--- config.mk ---
export PLATFORM = sky130hd
export DESIGN_NAME = data_mem_rmw_ctrl
export DESIGN_NICKNAME = d
export VERILOG_FILES = /design/src/rtl/sail_mem_pkg.sv /design/src/rtl/rmw_lane_unit.sv /design/src/rtl/data_mem_rmw_ctrl.sv
export SDC_FILE = /design/constraint.sdc
export NUM_CORES = 1
export LEC_CHECK = 0
export ABC_CLOCK_PERIOD_IN_PS = 4100
export CELL_PAD_IN_SITES_DETAIL_PLACEMENT = 0
export CELL_PAD_IN_SITES_GLOBAL_PLACEMENT = 1
export CORE_ASPECT_RATIO = 1.5
export CORE_MARGIN = 3
export CORE_UTILIZATION = 38
export CTS_CLUSTER_SIZE = 16
export DETAILED_ROUTE_END_ITERATION = 12
export PLACE_DENSITY_LB_ADDON = 0.1
export SYNTH_ARGS = -nofsm -noshare
export SYNTH_HDL_FRONTEND = slang
export SYNTH_HIERARCHICAL = 1
export SYNTH_SLANG_ARGS = --single-unit
--- constraint.sdc ---
create_clock -name clk -period 4.1 [get_ports clk]
set_clock_uncertainty 0.15 [all_clocks]
set_input_delay 0.41 -clock clk [delete_from_list [all_inputs] [get_ports clk]]
set_output_delay 0.41 -clock clk [all_outputs]
set_load 0.1 [all_outputs]
--- src/rtl/sail_mem_pkg.sv ---
// Shared state encoding, access-size codes and helpers for the sail-core data-port sequencer.
package sail_mem_pkg;

  typedef enum logic [2:0] {
    IDLE = 3'd0,
    RD   = 3'd1,
    CAP  = 3'd2,
    WR   = 3'd3,
    RESP = 3'd4
  } state_t;

  localparam logic [2:0] SZ_BYTE  = 3'b001;
  localparam logic [2:0] SZ_HALF  = 3'b011;
  localparam logic [2:0] SZ_WORD  = 3'b111;
  localparam int         SIGN_BIT = 3;

  function automatic logic size_ok(input logic [2:0] size);
    return (size == SZ_BYTE) || (size == SZ_HALF) || (size == SZ_WORD);
  endfunction

  function automatic logic misaligned(input logic [2:0] size, input logic [1:0] lo);
    return ((size == SZ_HALF) && lo[0]) || ((size == SZ_WORD) && (lo != 2'b00));
  endfunction

endpackage

--- src/rtl/rmw_lane_unit.sv ---
// Byte/halfword lane logic: merges store data into a read word and extracts
// aligned, sign- or zero-extended load data from it.
module rmw_lane_unit
  import sail_mem_pkg::*;
(
  input  logic [31:0] word_buf,
  input  logic [31:0] wdata,
  input  logic [1:0]  addr_lo,
  input  logic [2:0]  size,
  input  logic        sign,
  output logic [31:0] merged,
  output logic [31:0] extracted
);

  logic [4:0]  byte_sh;
  logic [4:0]  half_sh;
  logic [7:0]  sel_byte;
  logic [15:0] sel_half;

  always_comb begin
    byte_sh   = {addr_lo, 3'b000};
    half_sh   = {addr_lo[1], 4'b0000};
    sel_byte  = word_buf[byte_sh +: 8];
    sel_half  = word_buf[half_sh +: 16];
    merged    = word_buf;
    extracted = '0;
    case (size)
      SZ_BYTE: begin
        merged[byte_sh +: 8] = wdata[7:0];
        extracted = {{24{sign & sel_byte[7]}}, sel_byte};
      end
      SZ_HALF: begin
        merged[half_sh +: 16] = wdata[15:0];
        extracted = {{16{sign & sel_half[15]}}, sel_half};
      end
      SZ_WORD: begin
        merged    = wdata;
        extracted = word_buf;
      end
      default: begin
      end
    endcase
  end

endmodule

--- src/rtl/data_mem_rmw_ctrl.sv ---
// Data-port sequencer: one load/store at a time into a 1-cycle-latency BRAM, RMW for sub-word stores.
// Build option MISALIGN_TRAP_EN: misaligned halfword/word accesses answer with rsp_err and skip memory.
module data_mem_rmw_ctrl
  import sail_mem_pkg::*;
#(
  parameter int MEM_ADDR_W = 10
) (
  input  logic                  clk,
  input  logic                  rst_n,
  input  logic                  req_valid,
  output logic                  req_ready,
  input  logic                  req_we,
  input  logic [31:0]           req_addr,
  input  logic [31:0]           req_wdata,
  input  logic [3:0]            req_sign_mask,
  output logic                  rsp_valid,
  input  logic                  rsp_ready,
  output logic [31:0]           rsp_rdata,
  output logic                  rsp_err,
  output logic [MEM_ADDR_W-1:0] mem_addr,
  output logic                  mem_re,
  output logic                  mem_we,
  output logic [31:0]           mem_wdata,
  input  logic [31:0]           mem_rdata,
  output state_t                dbg_state
);

  // Handshakes: a transfer happens on a rising edge where valid && ready are both high;
  // valid never depends on ready, and once raised rsp_valid/rsp_rdata/rsp_err hold until taken.

  state_t                state;
  logic                  we_q;
  logic [MEM_ADDR_W+1:0] addr_q;
  logic [31:0]           wdata_q;
  logic [3:0]            mask_q;
  logic [31:0]           word_buf;
  logic [31:0]           merged;
  logic [31:0]           extracted;
  logic                  err_q;
  logic                  trap;
  logic                  unused_addr_hi;

  assign unused_addr_hi = ^req_addr[31:MEM_ADDR_W+2];

  always_comb begin
`ifdef MISALIGN_TRAP_EN
    trap = misaligned(req_sign_mask[2:0], req_addr[1:0]);
`else
    trap = 1'b0;
`endif
  end

  always_ff @(posedge clk or negedge rst_n) begin
    if (!rst_n) begin
      state     <= IDLE;
      req_ready <= 1'b1;
      rsp_valid <= 1'b0;
      mem_re    <= 1'b0;
      mem_we    <= 1'b0;
      we_q      <= 1'b0;
      addr_q    <= '0;
      wdata_q   <= '0;
      mask_q    <= '0;
      word_buf  <= '0;
`ifdef MISALIGN_TRAP_EN
      err_q     <= 1'b0;
`endif
    end else begin
      case (state)
        IDLE: begin
          if (req_valid && req_ready) begin
            we_q      <= req_we;
            addr_q    <= req_addr[MEM_ADDR_W+1:0];
            wdata_q   <= req_wdata;
            mask_q    <= req_sign_mask;
            req_ready <= 1'b0;
`ifdef MISALIGN_TRAP_EN
            err_q     <= trap;
`endif
            // Unsupported sizes and trapped accesses never touch the BRAM.
            if (!size_ok(req_sign_mask[2:0]) || trap) begin
              state     <= RESP;
              rsp_valid <= 1'b1;
            end else if (req_we && (req_sign_mask[2:0] == SZ_WORD)) begin
              state  <= WR;
              mem_we <= 1'b1;
            end else begin
              state  <= RD;
              mem_re <= 1'b1;
            end
          end
        end
        RD: begin
          mem_re <= 1'b0;
          state  <= CAP;
        end
        CAP: begin
          word_buf <= mem_rdata;
          if (we_q) begin
            state  <= WR;
            mem_we <= 1'b1;
          end else begin
            state     <= RESP;
            rsp_valid <= 1'b1;
          end
        end
        WR: begin
          mem_we    <= 1'b0;
          state     <= RESP;
          rsp_valid <= 1'b1;
        end
        RESP: begin
          if (rsp_ready) begin
            rsp_valid <= 1'b0;
            req_ready <= 1'b1;
            state     <= IDLE;
`ifdef MISALIGN_TRAP_EN
            err_q     <= 1'b0;
`endif
          end
        end
        default: begin
          state     <= IDLE;
          req_ready <= 1'b1;
          rsp_valid <= 1'b0;
          mem_re    <= 1'b0;
          mem_we    <= 1'b0;
        end
      endcase
    end
  end

`ifndef MISALIGN_TRAP_EN
  assign err_q = 1'b0;
`endif

  rmw_lane_unit u_lane (
    .word_buf  (word_buf),
    .wdata     (wdata_q),
    .addr_lo   (addr_q[1:0]),
    .size      (mask_q[2:0]),
    .sign      (mask_q[SIGN_BIT]),
    .merged    (merged),
    .extracted (extracted)
  );

  // Outputs below decode registered state only, so they are stable for the whole cycle.
  assign mem_addr  = addr_q[MEM_ADDR_W+1:2];
  assign mem_wdata = mem_we ? merged : '0;
  assign rsp_rdata = ((state == RESP) && !we_q && size_ok(mask_q[2:0]) && !err_q) ? extracted : '0;
  assign rsp_err   = err_q;
  assign dbg_state = state;

endmodule
==> results of run 1 <==
[routing by layer]
| metal | global-route usage (%) | part of all wire [%] | vias to the layer above |
|---|---|---|---|
| met5 | 0 | 0 | - |
| met4 | 9.32 | 3.5 | 0 |
| met3 | 3.89 | 6.3 | 33 |
| met2 | 36.2 | 51 | 222 |
| met1 | 26.7 | 40 | 2267 |
| li1 | - | - | 2142 |
[per-stage QoR]
| step | instances | cell area (µm²) | hold slack, ps |
|---|---|---|---|
| after floorplan | 514 | 5470 | -35.6 |
| after global placement | 834 | 7440 | 321 |
| after detailed placement | 834 | 7440 | 318 |
| after CTS | 850 | 7710 | 25.6 |
| after global routing | 850 | 7710 | 39.8 |
| final | 850 | 7710 | -19.0 |
[critical path, stage by stage (launching register included)]
cell,delay (ps)
sky130_fd_sc_hd__dfrtp_1,640
sky130_fd_sc_hd__nor2b_1,760
sky130_fd_sc_hd__buf_4,290
sky130_fd_sc_hd__o211a_1,290
sky130_fd_sc_hd__a22oi_1,100
sky130_fd_sc_hd__o21ai_0,100
sky130_fd_sc_hd__and2_1,200
sky130_fd_sc_hd__buf_12,190
[synthesized netlist by cell type, types with 2 or more instances]
master                     number  area (µm²)
sky130_fd_sc_hd__o21ai_1        2        10.0
sky130_fd_sc_hd__buf_6          9         101
sky130_fd_sc_hd__mux2_1         6        67.6
sky130_fd_sc_hd__dfrtp_1       87        2180
sky130_fd_sc_hd__mux2i_1       17         170
sky130_fd_sc_hd__o21ai_0       34         170
sky130_fd_sc_hd__o211a_1        2        20.0
sky130_fd_sc_hd__inv_1         13        48.8
sky130_fd_sc_hd__nand3_1        5        25.0
sky130_fd_sc_hd__nor2_1        10        37.5
sky130_fd_sc_hd__nand3b_1       4        30.0
sky130_fd_sc_hd__buf_4         15         113
sky130_fd_sc_hd__mux2_2        75         845
sky130_fd_sc_hd__ha_1           5        62.6
sky130_fd_sc_hd__a22o_1        10        87.6
sky130_fd_sc_hd__o21ai_2        2        17.5
sky130_fd_sc_hd__nor2b_1        2        12.5
sky130_fd_sc_hd__a22oi_1       14         105
sky130_fd_sc_hd__o22ai_1        8        50.1
sky130_fd_sc_hd__buf_2         11        55.1
sky130_fd_sc_hd__and3_1         9        56.3
sky130_fd_sc_hd__clkbuf_1      13        48.8
sky130_fd_sc_hd__nand2_1       23        86.3
sky130_fd_sc_hd__nand2b_1       2        12.5
sky130_fd_sc_hd__a21oi_1       24         120
sky130_fd_sc_hd__and2_1        64         400
sky130_fd_sc_hd__a221o_1       24         240
[power breakdown]
group / total, W / switching [W] / internal, W
combinational: 0.000107 / 0.0000356 / 0.0000713
sequential: 0.000868 / 0 / 0.000868
clock: 0.000763 / 0.000353 / 0.000411
total: 0.00174 / 0.000388 / 0.00135
[cells by family (layout without fill, tap and decap cells)]
kind of cell             count (synthesis)  count (layout)  share of synthesized area (%)
AO/OA/AOI/OAI                          127             127                           16.1
adder cells (fa/ha/maj)                  5               5                           1.14
buffers and inverters                   61             205                           6.71
flip-flops                              88              88                           40.3
multiplexers                            99              99                           20.2
other                                    1               1                         0.0686
AND/OR/NAND/NOR                        133             133                           15.5
[area by class of cell]
type | count | area [µm²]
clock buffers | 9 | 225
clock inverters | 7 | 46.3
fillers | 1284 | 6350
inverters | 13 | 48.8
multi-input cells | 365 | 2900
flip-flops and latches | 88 | 2200
well taps | 192 | 240
repair buffers | 176 | 2050
[flip-flops by register name, indices dropped and copies added, names as in the netlist]
register and flops:
addr_q 12, dbg_state 3, mask_q 4, mem_re 1, mem_we 1, req_ready 1
rsp_valid 1, wdata_q 32, we_q 1, word_buf 32
[how the worst min path moves through the flow]
| stage | endpoint | start | slack, ps |
|---|---|---|---|
| after floorplan | addr_q[0]$_DFFE_PN0P_ | rst_n | -40 |
| after global placement | rsp_valid$_DFFE_PN0P_ | rsp_valid$_DFFE_PN0P_ | 320 |
| after detailed placement | rsp_valid$_DFFE_PN0P_ | rsp_valid$_DFFE_PN0P_ | 320 |
| after CTS | dbg_state[2]$_DFFE_PN0P_ | rst_n | 30 |
| after global routing | rsp_valid$_DFFE_PN0P_ | rst_n | 40 |
| final | rsp_valid$_DFFE_PN0P_ | rst_n | -20 |
[cells in the final DEF (no fill, tap or decap), types with 2 or more instances in the layout]
master	count
sky130_fd_sc_hd__mux2_2	75
sky130_fd_sc_hd__nand3b_1	4
sky130_fd_sc_hd__clkbuf_16	9
sky130_fd_sc_hd__clkinv_2	4
sky130_fd_sc_hd__a22oi_1	14
sky130_fd_sc_hd__a21oi_1	24
sky130_fd_sc_hd__mux2_1	6
sky130_fd_sc_hd__o21ai_1	2
sky130_fd_sc_hd__dfrtp_1	87
sky130_fd_sc_hd__nor2b_1	2
sky130_fd_sc_hd__a221o_1	24
sky130_fd_sc_hd__o21ai_2	2
sky130_fd_sc_hd__nand2b_1	2
sky130_fd_sc_hd__o22ai_1	8
sky130_fd_sc_hd__inv_1	13
sky130_fd_sc_hd__nand3_1	5
sky130_fd_sc_hd__a22o_1	10
sky130_fd_sc_hd__and3_1	9
sky130_fd_sc_hd__ha_1	5
sky130_fd_sc_hd__buf_12	38
sky130_fd_sc_hd__o211a_1	2
sky130_fd_sc_hd__and2_1	64
sky130_fd_sc_hd__nor2_1	10
sky130_fd_sc_hd__clkdlybuf4s50_1	100
sky130_fd_sc_hd__mux2i_1	17
sky130_fd_sc_hd__clkinv_4	2
sky130_fd_sc_hd__nand2_1	23
sky130_fd_sc_hd__o21ai_0	34
sky130_fd_sc_hd__buf_4	38
==> impl_results.rst, run 1 <==
.. list-table::
   :header-rows: 1

   * - Metric
     - Value
   * - Pin count of the biggest net entering global routing
     - slightly above 60
   * - Post-detailed-route count of antenna-violating nets
     - 0
   * - First-pass GRT wire length
     - roughly 27 mm
   * - R2r endpoint
     - wdata_q[20]$_DFFE_PN0P_
   * - Synthesized area
     - approximately 5500 µm²
   * - Cells after synthesis
     - approximately 500
   * - Nets in the synthesized netlist
     - between 600 and 700
   * - Number of buffers on the longest clock path
     - 2
   * - Total number of vias
     - 4664
   * - Peak supply drop
     - 0.000175 V
   * - Outcome
     - complete, but fails checks
   * - Ratio of cells with drive above 1 in the final layout
     - approximately 28%
   * - Core region area
     - around 14000 µm²
   * - Buffers on Ports
     - around 170
   * - Post-synth ARST share
     - between 90% and 100%
   * - # H-tree levels
     - 3
   * - Count of routing violations after the opening detailed-route iteration
     - 319
   * - Via count of the first global-routing pass
     - between 4000 and 5000
   * - Setup repair bufs after CTS
     - 0
   * - Worst hold slack
     - -19.0 ps
   * - Pins Over Slew Limit
     - 0
   * - Total negative setup slack
     - 0 ps
   * - Fmax
     - roughly 290 MHz
   * - Ratio of total power to cell area
     - around 230 nW/µm²
   * - Total routing resource utilization after global routing
     - between 20% and 30%
   * - Master cell of the clock root buffer
     - sky130_fd_sc_hd__clkbuf_16
   * - CP Capture Point
     - rsp_rdata[3]
   * - Full die area
     - 15900 µm²
   * - Number of synthesis warnings
     - 6
   * - Worst-case setup margin in the final layout
     - around 620 ps
   * - Remaining DRCs
     - 0
   * - Drt total wl
     - between 15 and 20 mm
   * - Die outline width
     - about 100 µm
   * - Hold bufs inserted after CTS
     - 0
   * - Type of the worst min-delay path
     - in -> async
   * - Worst slew slack as a fraction of its limit
     - between 30% and 40%
   * - Net count, final
     - about 760
   * - Worst endpoint required time
     - 3540 ps
   * - Final GP Congestion
     - 0.858
   * - Sort of element at the end of the critical path
     - output port
   * - Number of distinct library cells after synthesis
     - approximately 50
   * - TritonRoute pass-1 iters
     - 6
   * - Initial Utilization
     - between 30% and 40%
   * - Die Span Y
     - 153 µm
   * - Final worst path period need
     - approximately 3500 ps
   * - Crit. Startpoint
     - mask_q[2]$_DFFE_PN0P_
   * - Startpoint kind of the worst setup timing path
     - flop
   * - Number of antenna violations at the first check in global routing
     - 0
   * - Worst setup slack before clock tree synthesis
     - 1040 ps
   * - Period Utilization, post-route
     - 84.8%
   * - Number of maximum-capacitance constraint violations
     - 0
   * - Pleak
     - 3.32 nW
   * - Predominant post-synthesis flop cell
     - sky130_fd_sc_hd__dfrtp_1
   * - Site Rows
     - 53
   * - DP HPWL
     - 13.0 mm
   * - Number of hold-slack violations in the final timing report
     - 3
   * - Maximum net fanout on the critical path
     - 20
   * - Clock insertion delay at the later pin of the skew report
     - 340 ps
   * - Number of cells upsized or downsized after cts
     - 0
   * - R2r startpoint
     - dbg_state[2]$_DFFE_PN0P_
   * - Cts bufs inserted
     - 9
   * - Fraction of the yosys area taken by sequential cells
     - approximately two fifths
   * - Area grow syn2layout
     - 41.0%
   * - Clock Sink Count
     - slightly below 90
   * - Final setup violation count
     - 0
   * - Worst R2R Setup Slack
     - between 1500 and 2000 ps
   * - Worst Tran Pin Value
     - 977 ps
   * - Arr. time, crit path
     - 2920 ps
   * - Power after layout
     - ~0.0017 W
   * - EDFF count, synth
     - 0
   * - Average cell area after synthesis
     - ~11 µm²
   * - Count of antenna diodes in the layout
     - 0
   * - Average detailed-routed wire length per instance
     - roughly 20 µm
   * - Number of top-level pins
     - roughly 190
   * - Unrepaired setup endpoints after global routing
     - false
   * - Violations in the final reports
     - negative hold slack
   * - Depth of the most critical reg-to-reg path
     - 3
   * - Via count normalized by instance count
     - around 5.5
   * - Kind of critical path
     - reg -> out
   * - FF+latch count, synth
     - approximately 90
   * - Leftover overflow at the end of global routing
     - 0
   * - CTS tree
     - built
   * - Clk pin slew, worst setup/hold paths
     - ~70 ps
   * - Final core utilization
     - 54.8%
(Power assumes the default switching activity.)
==> inputs of run 2 (changes only) <==
Settings changed: ABC_CLOCK_PERIOD_IN_PS 4100 to 3000, CORE_UTILIZATION 38 to 32.
Clock period 4.1 ns to 3 ns, I/O delays scaled along.
==> run 2 against run 1 <==
The run now ends clean. Sequential share of layout area down 1.7 points. Core utilization shrank 5.1 points. Count of clock-buffer cells in the layout grew 4. Worst setup slack worse by 490 ps.
==> impl_results.rst, run 2 (synthesis results as in run 1) <==
.. list-table::
   :header-rows: 1

   * - Metric
     - Value
   * - Outcome
     - finished, final reports clean
   * - Count of antenna diodes in the layout
     - 0
   * - Final setup violation count
     - 0
   * - Most used cells in the layout excluding fill and tap cells
     - sky130_fd_sc_hd__dfrtp_1, sky130_fd_sc_hd__clkdlybuf4s50_1, sky130_fd_sc_hd__mux2_2, sky130_fd_sc_hd__buf_12, sky130_fd_sc_hd__and2_2
   * - Ratio of total power to cell area
     - around 300 nW/µm²
   * - Startpoint kind of the worst setup timing path
     - flop
   * - Cts bufs inserted
     - 9
   * - Full die area
     - 18700 µm²
   * - Peak supply drop
     - approximately 0.00032 V
   * - Largest registers in the final layout
     - wdata_q: 32 flops, word_buf: 32 flops, addr_q: 12 flops
   * - Count of routing violations after the opening detailed-route iteration
     - between 200 and 250
   * - Leftover overflow at the end of global routing
     - 0
   * - Pins Over Slew Limit
     - 0
   * - Average detailed-routed wire length per instance
     - roughly 21 µm
   * - Number of top-level pins
     - approximately 190
   * - Worst endpoint required time
     - between 2000 and 3000 ps
   * - Remaining DRCs
     - 0
   * - Post-detailed-route count of antenna-violating nets
     - 0
   * - Final worst path period need
     - 2870 ps
   * - Buffers on Ports
     - between 150 and 200
   * - Number of maximum-capacitance constraint violations
     - 0
   * - Ratio of cells with drive above 1 in the final layout
     - between 30 and 40%
   * - Die Span Y
     - 166 µm
   * - Worst slew slack as a fraction of its limit
     - approximately 44%
   * - Number of antenna violations at the first check in global routing
     - 0
   * - Number of buffers on the longest clock path
     - 2
   * - Total negative setup slack
     - 0 ps
   * - Power after layout
     - approximately 0.0025 W
   * - Sort of element at the end of the critical path
     - output port
   * - First-pass GRT wire length
     - roughly 28 mm
   * - Die outline width
     - approximately 110 µm
   * - Number of hold-slack violations in the final timing report
     - 0
   * - Master cell of the clock root buffer
     - sky130_fd_sc_hd__clkbuf_16
   * - Clk pin slew, worst setup/hold paths
     - around 60 ps
   * - Dpl cells
     - 854
   * - CTS tree
     - built
   * - Pleak
     - roughly 3.5 nW
   * - Maximum net fanout on the critical path
     - 9
   * - # H-tree levels
     - 3
   * - Worst Tran Pin Value
     - about 840 ps
   * - Final standard cell count with taps included and fillers excluded
     - 871
   * - Pin count of the biggest net entering global routing
     - between 80 and 90
   * - Via count of the first global-routing pass
     - 4733
   * - Fmax
     - between 300 and 400 MHz
   * - Final GP Congestion
     - about 0.83
   * - Total routing resource utilization after global routing
     - about a fifth
   * - Clock Sink Count
     - just under 90
   * - Arr. time, crit path
     - around 2400 ps
   * - Area grow syn2layout
     - 49.8%
   * - DP HPWL
     - 13.9 mm
   * - TritonRoute pass-1 iters
     - 5
   * - Unrepaired setup endpoints after global routing
     - false
   * - Drt total wl
     - between 15 and 20 mm
   * - Most common cell after layout, fill and taps aside
     - sky130_fd_sc_hd__dfrtp_1
   * - Via count normalized by instance count
     - between 5 and 6
   * - Net count, final
     - 770
   * - Period Utilization, post-route
     - between 90% and 100%
   * - Highest metal used
     - met4
   * - Detailed-routed wire length on met3
     - about 920 µm
   * - Length of routed wiring on met1
     - 6.95 mm
   * - Core region area
     - roughly 16000 µm²
   * - Type of the worst min-delay path
     - in -> async
   * - Clock insertion delay at the later pin of the skew report
     - between 300 and 400 ps
   * - Metal2 WL
     - about 9.6 mm
   * - Initial Utilization
     - around 33%
   * - Site Rows
     - 57
   * - Kind of critical path
     - reg -> out
   * - Total number of vias
     - approximately 4600
run 2: metrics by stage:
| step | instance area, µm² | utilization [%] | hold slack, ps | setup slack, ps |
|---|---|---|---|---|
| after global routing | 8190 | 49.7 | 161 | 13.6 |
| after CTS | 8170 | 49.6 | 140 | 86.1 |
| after global placement | 7860 | 47.7 | -37.0 | 445 |
| after detailed placement | 7860 | 47.7 | -37.1 | 441 |
| final | 8190 | 49.7 | 149 | 131 |
| after floorplan | 5520 | - | -146 | 12.2 |
run 2: worst paths after layout:
kind	slack, ps	depth (start not counted)	endpoint	start
min in group clk	340	2	rsp_valid$_DFFE_PN0P_	rsp_valid$_DFFE_PN0P_
worst min-delay path	150	2	dbg_state[2]$_DFFE_PN0P_	rst_n
max in group asynchronous	1900	3	word_buf[23]$_DFFE_PN0N_	rst_n
worst min register to register	340	2	rsp_valid$_DFFE_PN0P_	rsp_valid$_DFFE_PN0P_
worst max-delay path	130	6	mem_wdata[31]	mask_q[1]$_DFFE_PN0P_
worst max register to register	980	3	word_buf[26]$_DFFE_PN0N_	dbg_state[1]$_DFFE_PN0P_
run 2: metal layers:
| layer | up-vias | GRT usage, % |
|---|---|---|
| li1 | 2150 | - |
| met1 | 2250 | 22.5 |
| met2 | 162 | 34.5 |
| met3 | 21 | 2.95 |
| met4 | 0 | 6.33 |
| met5 | - | 0 |
run 2: final cells by class:
| type | instances | area (µm²) |
|---|---|---|
| inverter | 13 | 48.8 |
| timing repair buffer | 183 | 2410 |
| multi-input combinational | 365 | 2970 |
| tap | 206 | 258 |
| clock buffer | 13 | 270 |
| sequential | 88 | 2200 |
| fill | 1523 | 8290 |
| clock inverter | 3 | 23.8 |
run 2: critical path, cell delays in order, from the launching register on:
cell                      delay (ps)
sky130_fd_sc_hd__dfrtp_1         470
sky130_fd_sc_hd__nor2_8          220
sky130_fd_sc_hd__nand3_4         170
sky130_fd_sc_hd__nor4b_4         530
sky130_fd_sc_hd__a221o_1         250
sky130_fd_sc_hd__and2_1          230
sky130_fd_sc_hd__buf_12          200
run 2: power breakdown:
| group | switching, W | internal (W) |
|---|---|---|
| sequential | 0 | 0.00119 |
| clock | 0.000487 | 0.000634 |
| combinational | 0.0000502 | 0.000100 |
| total | 0.000537 | 0.00192 |
run 2: repair_timing:
item                                    CTS  global route
endpoints found under the setup margin    0            18
hold endpoints to repair                 88             0
hold buffers                              1             0
gates resized for setup                   0             3
buffers inserted                          0             0
==> patch 1: new RTL, config.mk and constraints of run 1 <==
Change the parameter `MEM_ADDR_W` from 10 to 9.
--- a/src/rtl/data_mem_rmw_ctrl.sv
+++ b/src/rtl/data_mem_rmw_ctrl.sv
@@ -3,7 +3,7 @@
 module data_mem_rmw_ctrl
   import sail_mem_pkg::*;
 #(
-  parameter int MEM_ADDR_W = 10
+  parameter int MEM_ADDR_W = 9
 ) (
   input  logic                  clk,
   input  logic                  rst_n,
Interface: changed (resized mem_addr); port bits go from 187 to 186. No check against the original RTL was run, so the function may have changed too.
==> patch 1 against run 1 <==
Setup slack improved by 0.057 ns. Sequential share of layout area decreased by 0.17 points. Wire length decreased by 1.2%. Clock power increased by 7.7%. Total power increased by 2.7%. Hold slack got worse by 0.019 ns. Sequential cell count decreased by 1. Largest power group unchanged. Synthesized area decreased by 0.82%. Final area decreased by 0.54%. The run still ends with hold timing left. Via count decreased by 2.6%.
==> patch 1: results (changes against run 1) <==
status finished with violations; Post-Syn Nets 621 (-0.48%); clock network power 0.822 mW (+7.7%); Post-Layout Cell Count 841 (-1.1%); dpl cells 826 (-0.96%); GR Util met3 0.03603 (-0.002836); VDD IR max 0.1545 mV (-12%); WL met3 892 um (-17%); synth top area cells dfrtp_1 (40%), mux2_2 (16%), and2_1 (7.4%), a221o_1 (4.4%), mux2i_1 (3.1%); Final Hold Fails 23 (+20); FILL cells 1231 (-4.1%); Synth Area in Adders 0.01154 (+0.00009508); met1 layer usage reported by global route 0.2541 (-0.01277); Via density 5.402 (-1.6%); grt met2 use 0.3627 (+0.0008112); Worst path max stage delay 0.87 ns (+0.11 ns); internal power 1.415 mW (+4.8%); Critical Path Slowest Stage Cell dfrtp_1; mux cell area share after synthesis 0.2017 (-0.0003979); Synth Area in Compound Gates 0.1622 (+0.001337); WL final 16880 um (-1.2%); Lkg Pwr 3.289 nW (-1.0%); ratio of cells with drive above 1 in the final layout 0.2761 (+0.0009976); critical path peak fanout 21 (+5.0%); violated checks hold timing; CP arrival 2.86 ns (-0.06 ns); Fin Hold WS -0.03770 ns (-0.01869 ns); worst slack, placed 1.069 ns (+0.03166 ns); relative slew slack 0.3314 (-0.01538); final RePlAce weighted congestion 0.8804 (+2.6%)
==> patch 1: layout make-up <==
| cell class | instances | area share |
|---|---|---|
| Tap cell | 189 | 0.03085 |
| Multi-Input combinational cell | 364 | 0.3757 |
| Clock inverter | 3 | 0.005712 |
| Inverter | 13 | 0.006365 |
| Timing Repair Buffer | 173 | 0.2651 |
| Clock buffer | 12 | 0.03215 |
| Sequential cell | 87 | 0.2842 |
==> patch 1: how the worst max path moves through the flow <==
stage | slack [ns] | cells after the start | end | from
2_1_floorplan | 0.91 | 5 | rsp_rdata[0] | dbg_state[2]
3_3_place_gp | 1.10 | 6 | mem_wdata[8] | mask_q[2]
3_5_place_dp | 1.07 | 6 | mem_wdata[14] | mask_q[2]
4_1_cts | 0.70 | 6 | mem_wdata[14] | mask_q[2]
5_1_grt | 0.47 | 7 | rsp_rdata[25] | addr_q[1]
6_report | 0.68 | 6 | mem_wdata[9] | mask_q[2]
==> patch 2: new RTL, settings of run 1 <==
Made on the original files. Put one more register stage on the output `dbg_state`, without a reset. The value now appears one clock later. The other outputs are not delayed to match.
--- a/src/rtl/data_mem_rmw_ctrl.sv
+++ b/src/rtl/data_mem_rmw_ctrl.sv
@@ -149,6 +149,8 @@
   assign mem_wdata = mem_we ? merged : '0;
   assign rsp_rdata = ((state == RESP) && !we_q && size_ok(mask_q[2:0]) && !err_q) ? extracted : '0;
   assign rsp_err   = err_q;
-  assign dbg_state = state;
+  always_ff @(posedge clk) begin
+    dbg_state <= state;
+  end
 
 endmodule
Formal check against the unedited RTL: not equivalent (Yosys sat finds a counterexample within 4 cycles, from zero or initial values and one cycle with rst_n low).
==> patch 2 against run 1 <==
Clock power up 5.4%. Synthesized area up 1.1%. Setup slack better by 0.061 ns. Critical path type unchanged. Wire length about the same. Total power up 4.0%. Register-to-register slack worse by 0.02 ns. Final area up 0.94%. Sequential cell count up 3.
==> patch 2: results (changes against run 1) <==
NetSw 0.4196 mW (+8.0%); Worst Tran Pin Value 0.9827 ns (+0.005838 ns); DRT Pass-1 Iters 5 (-1); initial drt markers 263 (-18%); first-pass GRT wire length 26580 um (+0.10%); Async SR Flop Fraction 0.9670 (-0.03297); Post-Syn Nets 627 (+0.48%); synth top area cells dfrtp_1 (39%), mux2_2 (15%), and2_1 (7.2%), a221o_1 (4.3%), mux2i_1 (3.1%); final RePlAce weighted congestion 0.8638 (+0.71%); reg2reg end wdata_q[19]; ratio of cells with drive above 1 in the final layout 0.2738 (-0.001248); post-synthesis sequential area ratio 0.4096 (+0.006487); FILL cells 1304 (+1.6%); GR Util All Layers 0.2122 (-0.001617); r2r setup slk 1.94 ns (-0.02 ns); status complete, no violations; Lkg Pwr 3.346 nW (+0.70%); Via density 5.436 (-0.93%); vias in the first global route 4714 (-0.13%); Distinct cells, synth 52 (+2.0%); WL/cell 20.02 um (-0.33%); critical path peak fanout 21 (+5.0%); RR Startpoint state[1]; VDD IR max 0.2130 mV (+22%); number of nets in the layout 766 (+0.39%); Clock H-tree levels 3 (unchanged); largest net degree at the start of global routing 65 (+6.6%)
patch 2: cell count changes after synthesis:
| cell | before | now |
|---|---|---|
| dfxtp_1 | 0 | 3 |
patch 2: worst max path at each step:
stage / startpoint / to / slack (ns) / depth (start not counted)
finish: mask_q[2] / mem_wdata[15] / 0.69 / 6
global route: mask_q[2] / rsp_rdata[17] / 0.44 / 6
CTS: mask_q[2] / mem_wdata[8] / 0.71 / 6
detailed placement: mask_q[2] / mem_wdata[8] / 1.08 / 6
global placement: mask_q[2] / mem_wdata[8] / 1.10 / 6
floorplan: addr_q[1] / mem_wdata[0] / 0.92 / 8
patch 2: cell families after synthesis:
| kind of cell | count (synthesis) | synth area share |
|---|---|---|
| DFF | 91 | 0.4096 |
| muxes | 99 | 0.1999 |
| and+or+nand+nor | 133 | 0.1530 |
| AOI/OAI and AO/OA | 127 | 0.1592 |
| adders and majority gates | 5 | 0.01132 |
| other | 1 | 0.0006785 |
| buffers and inverters | 61 | 0.06634 |
patch 2: worst max-delay path: stages, from the launching register on:
cell and delay, ns:
dfrtp_1 0.83, nand2b_1 0.45, a22o_1 0.19, nand2_1 0.21, a221o_1 0.41, and2_1 0.18, buf_4 0.24
patch 2: power by group through the flow:
stage,combinational [mW],clock [mW],sequential [mW]
finish,0.108,0.804,0.897
global route,0.117,0.861,0.896
CTS,0.111,0.826,0.896
detailed placement,0.110,0,0.914
global placement,0.109,0,0.914
floorplan,0.00725,0,0.914
patch 2: stage by stage:
stage / util / setup slack (ns) / hold slack (ns) / cell area, sq um / cells
global placement: 0.5307 / 1.102 / 0.3190 / 7496 / 837
CTS: 0.5508 / 0.7050 / 0.03496 / 7780 / 853
detailed placement: 0.5307 / 1.081 / 0.3202 / 7496 / 837
global route: 0.5508 / 0.4392 / 0.06521 / 7780 / 853
finish: 0.5508 / 0.6859 / 0.004599 / 7780 / 853
floorplan: - / 0.9202 / -0.03559 / 5527 / 517
patch 2: final cells by class:
type / instances / area share
clock buffer: 9 / 0.02895
multi-input combinational: 365 / 0.3723
tap: 192 / 0.03088
timing repair buffer: 176 / 0.2631
inverter: 13 / 0.006272
clock inverter: 7 / 0.007559
sequential: 91 / 0.2909
patch 2: metal layers:
metal  up-vias  track usage  share of wire  wire length, um
li1       2147            -              -                -
met1      2261       0.2530           0.39             6659
met2       190       0.3678           0.51             8761
met3        39      0.03738          0.059             1011
met4         0       0.1033          0.038              649
met5         -            0              0                0
